$ cat src/rtl/tomasulo_pkg.sv
// Shared Tomasulo definitions: default widths, functional-unit indices,
// the reserved "no producer" tag and the CDB output-stage state type.
package tomasulo_pkg;

   localparam int NREQ_DEF  = 3;   // ADD, MUL, LD
   localparam int TAGW_DEF  = 6;
   localparam int DATAW_DEF = 16;

   localparam int FU_ADD = 0;
   localparam int FU_MUL = 1;
   localparam int FU_LD  = 2;

   // Tag 0 means "value present, no producer" in register status, so it can
   // never be retired on the CDB.
   localparam int TAG_EMPTY = 0;

   typedef enum logic {
      CDB_EMPTY = 1'b0,
      CDB_FULL  = 1'b1
   } cdb_state_e;

   // Width of an index into an n-entry vector (at least one bit).
   function automatic int idx_width(input int n);
      return (n > 1) ? $clog2(n) : 1;
   endfunction

endpackage

$ cat src/rtl/rr_arbiter.sv
// Round-robin picker: grants the first requester found searching upward from
// last_grant_i+1 with wrap-around. Purely combinational so it can be reused
// by issue logic with its own pointer register.
module rr_arbiter
   import tomasulo_pkg::*;
#(
   parameter  int N    = NREQ_DEF,
   localparam int IDXW = idx_width(N)
) (
   input  logic [N-1:0]    req_i,
   input  logic [IDXW-1:0] last_grant_i,
   output logic [N-1:0]    grant_o
);

   logic found;

   // Two passes: indices above the last grant first, then wrap to the bottom.
   always_comb begin
      // NOTE: every output of a combinational block gets a default before any
      // conditional assignment, otherwise synthesis infers a latch.
      grant_o = '0;
      found   = 1'b0;
      for (int i = 0; i < N; i++) begin
         if (!found && req_i[i] && (i > int'(last_grant_i))) begin
            grant_o[i] = 1'b1;
            found      = 1'b1;
         end
      end
      for (int i = 0; i < N; i++) begin
         if (!found && req_i[i] && (i <= int'(last_grant_i))) begin
            grant_o[i] = 1'b1;
            found      = 1'b1;
         end
      end
   end

endmodule

$ cat src/rtl/cdb_arbiter.sv
// Common-data-bus arbiter: picks one functional-unit result per cycle by
// round-robin, registers it for one-cycle-latency broadcast, holds it while
// consumers stall, and drops tag-0 results while flagging them.
module cdb_arbiter
   import tomasulo_pkg::*;
#(
   parameter int NREQ  = NREQ_DEF,
   parameter int TAGW  = TAGW_DEF,
   parameter int DATAW = DATAW_DEF
) (
   input  logic                  Clock,
   input  logic                  Resetn,
   input  logic [NREQ-1:0]       req_valid,
   input  logic [NREQ*TAGW-1:0]  req_tag,
   input  logic [NREQ*DATAW-1:0] req_data,
   output logic [NREQ-1:0]       req_ready,
   input  logic                  cdb_stall,
   output logic                  cdb_valid,
   output logic [TAGW-1:0]       cdb_tag,
   output logic [DATAW-1:0]      cdb_data,
   output logic                  bad_tag,
   output logic [15:0]           bcast_count
);

   localparam int              IDXW     = idx_width(NREQ);
   localparam logic [IDXW-1:0] LAST_RST = IDXW'(NREQ - 1);  // FU 0 wins first

   cdb_state_e        state_q;
   logic [TAGW-1:0]   tag_q;
   logic [DATAW-1:0]  data_q;
   logic              bad_tag_q;
   logic [15:0]       count_q;
   logic [IDXW-1:0]   last_grant_q;
   logic [IDXW-1:0]   last_grant_d;

   logic [NREQ-1:0]   grant;
   logic [TAGW-1:0]   sel_tag;
   logic [DATAW-1:0]  sel_data;
   logic              xfer;
   logic              tag_zero;
   logic              load;
   logic              complete;

   rr_arbiter #(.N(NREQ)) u_rr (
      .req_i        (req_valid),
      .last_grant_i (last_grant_q),
      .grant_o      (grant)
   );

   // With no stall a full register always drains this edge, so stall alone
   // decides whether the output stage can take a new result.
   assign req_ready = (Resetn && !cdb_stall) ? grant : '0;
   assign xfer      = |req_ready;

   // Mux the granted FU's tag/data and encode its index for the pointer.
   always_comb begin
      sel_tag      = '0;
      sel_data     = '0;
      last_grant_d = last_grant_q;
      for (int i = 0; i < NREQ; i++) begin
         if (req_ready[i]) begin
            sel_tag      = req_tag[i*TAGW +: TAGW];
            sel_data     = req_data[i*DATAW +: DATAW];
            last_grant_d = IDXW'(i);
         end
      end
   end

   assign tag_zero = (sel_tag == TAGW'(TAG_EMPTY));
   assign load     = xfer && !tag_zero;
   assign complete = (state_q == CDB_FULL) && !cdb_stall;

   // Output stage FSM: EMPTY/FULL with the broadcast tag/data registered.
   always_ff @(posedge Clock or negedge Resetn) begin
      // NOTE: sequential state uses non-blocking assignments so every register
      // samples pre-edge values regardless of statement order.
      if (!Resetn) begin
         state_q <= CDB_EMPTY;
         tag_q   <= '0;
         data_q  <= '0;
      end else begin
         case (state_q)
            CDB_EMPTY: begin
               if (load) begin
                  state_q <= CDB_FULL;
                  tag_q   <= sel_tag;
                  data_q  <= sel_data;
               end
            end
            CDB_FULL: begin
               if (!cdb_stall) begin
                  if (load) begin
                     tag_q  <= sel_tag;
                     data_q <= sel_data;
                  end else begin
                     state_q <= CDB_EMPTY;
                     tag_q   <= '0;
                     data_q  <= '0;
                  end
               end
            end
         endcase
      end
   end

   // Arbitration pointer, sticky tag-0 flag and broadcast counter.
   always_ff @(posedge Clock or negedge Resetn) begin
      // NOTE: all of these are software-visible or steer arbitration, so each
      // gets an explicit reset value rather than relying on first-use writes.
      if (!Resetn) begin
         last_grant_q <= LAST_RST;
         bad_tag_q    <= 1'b0;
         count_q      <= '0;
      end else begin
         if (xfer) begin
            last_grant_q <= last_grant_d;
         end
         if (xfer && tag_zero) begin
            bad_tag_q <= 1'b1;
         end
         if (complete) begin
            count_q <= count_q + 16'd1;
         end
      end
   end

   assign cdb_valid   = (state_q == CDB_FULL);
   assign cdb_tag     = tag_q;
   assign cdb_data    = data_q;
   assign bad_tag     = bad_tag_q;
   assign bcast_count = count_q;

endmodule

$ cat config.mk
export PLATFORM = sky130hd
export DESIGN_NAME = cdb_arbiter
export DESIGN_NICKNAME = d
export VERILOG_FILES = /design/src/rtl/tomasulo_pkg.sv /design/src/rtl/rr_arbiter.sv /design/src/rtl/cdb_arbiter.sv
export SDC_FILE = /design/constraint.sdc
export NUM_CORES = 1
export LEC_CHECK = 0
export CAP_MARGIN = 20
export CORE_UTILIZATION = 24
export DETAILED_ROUTE_END_ITERATION = 16
export SYNTH_ARGS = -nofsm -noshare
export SYNTH_HDL_FRONTEND = slang
export SYNTH_SLANG_ARGS = --single-unit
$ cat constraint.sdc
create_clock -name Clock -period 2.44 [get_ports Clock]
set_input_delay 0.61 -clock Clock [delete_from_list [all_inputs] [get_ports Clock]]
set_output_delay 0.61 -clock Clock [all_outputs]
set_load 0.01 [all_outputs]
# Yosys cells after proc, flatten, opt, wreduce, memory -nomap -nowiden
# Index checks and enable logic that the tools add are counted.
# W data, S select, Z words.
# op_classes
add_sub_neg,1
n_mul,0
div,0
n_lt_le_gt_ge,4
eq_ne,2
shifts,0
n_mux,29
bitwise_logic,1
reduce_logical,23
# op_table
cell,n
$mux W16,6
$mux W6,6
$pmux W16 S2,1
$add A16 B1 Y16 const B,1
$logic_and A1 B1 Y1,12
$pmux W6 S2,1
$mux W1,10
$logic_not A1 Y1,6
$logic_not A6 Y1,1
$mux W2,3
$ne A2 B2 Y1 const B,2
$reduce_and A2 Y1,2
$mux W3,1
$reduce_bool A3 Y1,1
$reduce_or A3 Y1,1
$gt A1 B2 Y1 const A,1
$gt A2 B2 Y1 const A,1
$le A1 B2 Y1 const A,1
$le A2 B2 Y1 const A,1
$pmux W1 S2,1
$not A1 Y1,1
# totals
register_bits,42
latch_bits,0
mem_bits_rw,0
romBits,0
input_bits,72
out_inout_bits,43
wordCells,66
mem_count,0

# Longest topological paths before layout
# logic_depth
depth_word,28
mapped_depth,10
mapped_depth_nobuf,7

# Modules after synthesis
# A second synthesis with hierarchy kept.
# unflattened
hier_cells,232
area_unflattened_um2,2272.2
# modules_own_cells
module,instances,cells_per_inst,area_per_inst_um2
cdb_arbiter,1,222,2213.4
rr_arbiter,1,10,58.8

# Worst setup path after synthesis
# OpenSTA, ideal clock, no wires.
# synth_path
kind,input to register
startpoint,in req_valid[1]
endpoint,reg data_q[10] (netlist: cdb_data[10])
setup_ns,0.121
t_arrival_ns,2.294
slack_ns,0.025
path_stages,10
n_path_buf,3
cell_sequence,nor2b_2 -> o22ai_1 -> and3_1 -> buf_2 -> a222oi_1 -> nand4_1 -> or2_1 -> buf_2 -> buf_6 -> a22o_1
# synth_via
elab_chain_cells,25
elab_cells_between_ends,37
cone_classes,eq/ne (1); mux (19); reduce/logical (17)
# synth_lines
element,line_no,rtl
"start, declared",cdb_arbiter.sv:13,"input logic [NREQ-1:0] req_valid,"
$logic_and A1 B1 Y1,rr_arbiter.sv:24,if (!found && req_i[i] && (i > int'(last_grant_i))) begin
$mux W1,rr_arbiter.sv:24,
$logic_not A1 Y1,rr_arbiter.sv:24,
$logic_and A1 B1 Y1 (2 in series),rr_arbiter.sv:24,
$mux W1,rr_arbiter.sv:24,
$logic_not A1 Y1,rr_arbiter.sv:30,if (!found && req_i[i] && (i <= int'(last_grant_i))) begin
$logic_and A1 B1 Y1,rr_arbiter.sv:30,
$mux W1,rr_arbiter.sv:30,
[... 8 more ...],--,
$mux W3 (*),cdb_arbiter.sv:52,assign req_ready = (Resetn && !cdb_stall) ? grant : '0;
$mux W6,cdb_arbiter.sv:61,if (req_ready[i]) begin
$logic_not A6 Y1,cdb_arbiter.sv:69,assign tag_zero = (sel_tag == TAGW'(TAG_EMPTY));
$logic_not A1 Y1,cdb_arbiter.sv:70,assign load = xfer && !tag_zero;
$logic_and A1 B1 Y1,cdb_arbiter.sv:70,
$mux W16,cdb_arbiter.sv:92,if (load) begin
$mux W16,cdb_arbiter.sv:91,if (!cdb_stall) begin
$pmux W16 S2,cdb_arbiter.sv:82,case (state_q)
"end signal, assigned",cdb_arbiter.sv:87,data_q <= sel_data;
"end signal, assigned",cdb_arbiter.sv:94,data_q <= sel_data;
"end, declared",cdb_arbiter.sv:30,logic [DATAW-1:0] data_q;
# Every way passes the cells marked *; elsewhere a longest branch is shown, timed or not. The select of a mux whose other input is x is not followed.
# A chain may end at the register's enable or synchronous reset.

# Final worst setup path
# layout_path
startpoint,in req_valid[0]
endpoint,reg data_q[13] (netlist: cdb_data[13])
# layout_via
elab_chain_cells,18
elab_cells_between_ends,29
cone_classes,eq/ne (1); mux (16); reduce/logical (12)
# layout_lines
element,line_no
$logic_and A1 B1 Y1 (*),rr_arbiter.sv:30
$mux W1,rr_arbiter.sv:30
$logic_not A1 Y1,rr_arbiter.sv:30
$logic_and A1 B1 Y1 (2 in series),rr_arbiter.sv:30
$mux W1,rr_arbiter.sv:30
$logic_not A1 Y1,rr_arbiter.sv:30
$logic_and A1 B1 Y1 (2 in series),rr_arbiter.sv:30
$mux W1,rr_arbiter.sv:30
$mux W3 (*),cdb_arbiter.sv:52
$mux W6,cdb_arbiter.sv:61
$logic_not A6 Y1,cdb_arbiter.sv:69
$logic_not A1 Y1,cdb_arbiter.sv:70
$logic_and A1 B1 Y1,cdb_arbiter.sv:70
$mux W16,cdb_arbiter.sv:92
$mux W16,cdb_arbiter.sv:91
$pmux W16 S2,cdb_arbiter.sv:82
# Marked as above.

==> impl_metrics.env <==
export IMPL_rsz0062_at_grt="true"
export IMPL_cap_violations=0
export IMPL_rows=32
export IMPL_path_class="in -> reg"
export IMPL_drtIter0Drc=80
export IMPL_syn_mean_instance_area_um2=11.2
export IMPL_dp_hpwl_um=4500
export IMPL_synth_mux_area_frac=0.00561
export IMPL_synthesis_area_um2=2010
export IMPL_critPathTopFamily="simple AND/OR/NAND/NOR gates"
export IMPL_status="finished clean"
export IMPL_path_max_fanout=5
export IMPL_area_growth_pct=87.3
export IMPL_dieHeight_um=93.4
export IMPL_cts_sinks=42
export IMPL_reg2reg_setup_slack_ns=0.04
export IMPL_tightest_slew_ns=0.532
export IMPL_crit_chain="dlygate4sd2_1 > o22ai_2 > and3_4 > buf_6 > a222oi_1 > nand2_1 > or2_4 > clkbuf_16 > a22o_1"
export IMPL_final_util=0.477
export IMPL_final_cell_mix="106 x clkdlybuf4s50_1, 41 x dfrtp_1, 25 x buf_4"
export IMPL_cts_max_level=2
export IMPL_synth_top_family_by_area="compound AO/OA/AOI/OAI gates"
export IMPL_core_area_um2=7890
export IMPL_path_buf_inv=3
export IMPL_io_pins=115
export IMPL_layout_nets=395
export IMPL_start_kind="primary input"
export IMPL_relSlewSlack=0.645
export IMPL_cp_slowest_cell="a222oi_1"
export IMPL_wl_per_cell_um=14.8
export IMPL_period_share=0.992
export IMPL_stdcell_area_um2=3760
export IMPL_diodes=0
export IMPL_switching_power_uw=839
export IMPL_whs_ns=0.411
export IMPL_clk_pin_slew_ns=0.08
export IMPL_clkLatencyLatePin_ns=0.29
export IMPL_post_route_drc_count=0
export IMPL_postPlaceCellArea_um2=3390
export IMPL_grt_pass1_wl_um=10100
export IMPL_peakVddDrop_uv=350
export IMPL_synthFlopType="dfrtp_1"
export IMPL_cts_path_max_buffers=2
export IMPL_gp_congestion=0.714
export IMPL_num_vias=2013
export IMPL_clock_power_share=0.231
export IMPL_worst_endpoint_required_ns=2.62
export IMPL_synth_cells=179
export IMPL_crit_arrival_ns=2.60
export IMPL_die_area_um2=8730
export IMPL_die_x_um=93.4
export IMPL_synthTopCellsByArea="dfrtp_1 51%, a222oi_1 11%, a22o_1 7.0%, xnor2_1 4.4%, inv_1 3.2%"
export IMPL_async_reset_ff_frac=1.00
export IMPL_synthSimpleGateAreaFrac=0.0954
export IMPL_pre_cts_slack_ns=-0.650
export IMPL_p_leak_uw=0.00174
export IMPL_via_per_inst=4.74
export IMPL_p_comb_frac=0.422
export IMPL_ys_warn_count=0
export IMPL_dr_pass1_iters=5
export IMPL_hp_class="in -> async"
export IMPL_crit_path_max_incr_delay_ns=0.37
export IMPL_numCtsBuffers=5
export IMPL_worstSetupEndpointType="flop"
export IMPL_fin_crit_ns=2.42
export IMPL_synth_seq_area_share=0.524
export IMPL_layout_commonest_cell="clkdlybuf4s50_1"
export IMPL_initial_core_util=0.254
export IMPL_timing_fmax_mhz=413
export IMPL_placement_io_buffers=114
export IMPL_synth_net_count=252
export IMPL_synth_compound_area_frac=0.237
export IMPL_wirelength_um=6280
export IMPL_synth_area_leader_cell="dfrtp_1"
export IMPL_internal_power_uw=2050
export IMPL_grt_max_degree=43
export IMPL_seq_power_share=0.347
export IMPL_grtUsageTotal=0.150
export IMPL_worst_r2r_cell_count=8
export IMPL_synth_xor_area_share=0.0655
export IMPL_synth_edf_count=0
export IMPL_timing_rr_end="cdb_data[13]$_DFFE_PN0P_"
export IMPL_yosysTopAreaCellShare=0.511
export IMPL_first_global_vias=2081
export IMPL_finalWorstSetupSlack_ns=0.0204
export IMPL_p_sw_frac=0.290
export IMPL_timing_rr_start="last_grant_q[1]$_DFFE_PN1P_"
export IMPL_fillers=726
export IMPL_synth_adder_area_share=0.00623
export IMPL_setup_viol=0
export IMPL_antenna_found_initial=0
export IMPL_ctsRootBufferMaster="clkbuf_8"
export IMPL_tritoncts="built"
export IMPL_ys_ff_latch=42
export IMPL_antenna_left=0
export IMPL_grt_remaining_overflow=0
export IMPL_drive_gt1_frac=0.204
export IMPL_hold_violations=0
export IMPL_finalMaxSlewViolations=0
export IMPL_skew_ns=0.00561
export IMPL_power_density_nw_per_um2=769
export IMPL_synth_distinct_cells=30
[worst reg2reg max path: cells and delay by family (launching register included)]
family	cells	cell delay, ns
flops	1	0.62
compound gates	3	0.65
buf+inv	2	0.31
simple gates	3	0.72
[per-layer routing]
layer / share of wire / GRT usage
met5: 0 / 0
met4: 0.0045 / 0.0385
met3: 0.059 / 0.0374
met2: 0.52 / 0.271
met1: 0.41 / 0.176
[kinds of logic after synthesis]
group,after synthesis
buffers and inverters,31
and+or+nand+nor,38
DFF,42
adders and majority gates,1
AOI/OAI and AO/OA,51
xor gates and xnor gates,15
muxes,1
[how the worst max path moves through the flow]
stage | start | depth (start not counted) | endpoint | slack, ns
after CTS | req_valid[1] | 10 | cdb_data[14]$_DFFE_PN0P_ | 0.02
after global routing | last_grant_q[0]$_DFFE_PN0P_ | 10 | cdb_data[5]$_DFFE_PN0P_ | -0.06
after global placement | req_valid[1] | 9 | cdb_data[1]$_DFFE_PN0P_ | -0.54
after floorplan | req_valid[1] | 10 | cdb_data[10]$_DFFE_PN0P_ | 0.03
final | req_valid[0] | 9 | cdb_data[13]$_DFFE_PN0P_ | 0.02
after detailed placement | req_valid[2] | 9 | cdb_data[4]$_DFFE_PN0P_ | -0.65
[timing repair]
item | 4_1_cts | 5_1_grt
pin swaps | 9 | 12
hold buffers | 0 | 0
resized for setup | 21 | 12
gates cloned | 3 | 2
setup buffers | 9 | 4
endpoints found under the hold margin | 0 | 0
endpoints found under the setup margin | 27 | 26
[power groups by stage]
stage	clock network [µW]	logic, µW	registers (µW)
final	668	1220	1000
after global routing	725	1310	1030
after CTS	692	1190	1000
after detailed placement	0	1000	1010
after global placement	0	991	1000
after floorplan	0	358	1040
[stage by stage]
step,cells,setup TNS (ns),power [µW]
floorplan,179,0,1400
global placement,401,-13.48,2000
detailed placement,401,-15.92,2010
CTS,420,0,2890
global route,425,-0.750,3070
finish,425,0,2890
[state kept, by name (all words and copies together), names as in the netlist]
name and cells:
last_grant_q 2, bcast_count 16, bad_tag 1, cdb_data 16, cdb_valid 1, cdb_tag 6
[layout make-up]
cell class,count,area [µm²],share of cell area
Timing Repair Buffer,149,1490,0.395
Sequential cell,42,1050,0.280
Multi-Input combinational cell,107,888,0.236
Tap cell,102,128,0.0339
Clock buffer,6,82.6,0.0220
Inverter,17,63.8,0.0170
Clock inverter,2,60.1,0.0160
[synthesized netlist by cell type (all sizes together), types with 2 or more instances]
cell type and count:
xor2 5, clkbuf 8, nand2 8, inv 17
nor2 7, and3 4, nand3 6, o22ai 2
nor3 3, a21bo 6, a22o 16, dfrtp 41
xnor2 10, a222oi 22, buf 6, nand4 4
nor2b 4
(Power assumes the default switching activity.)
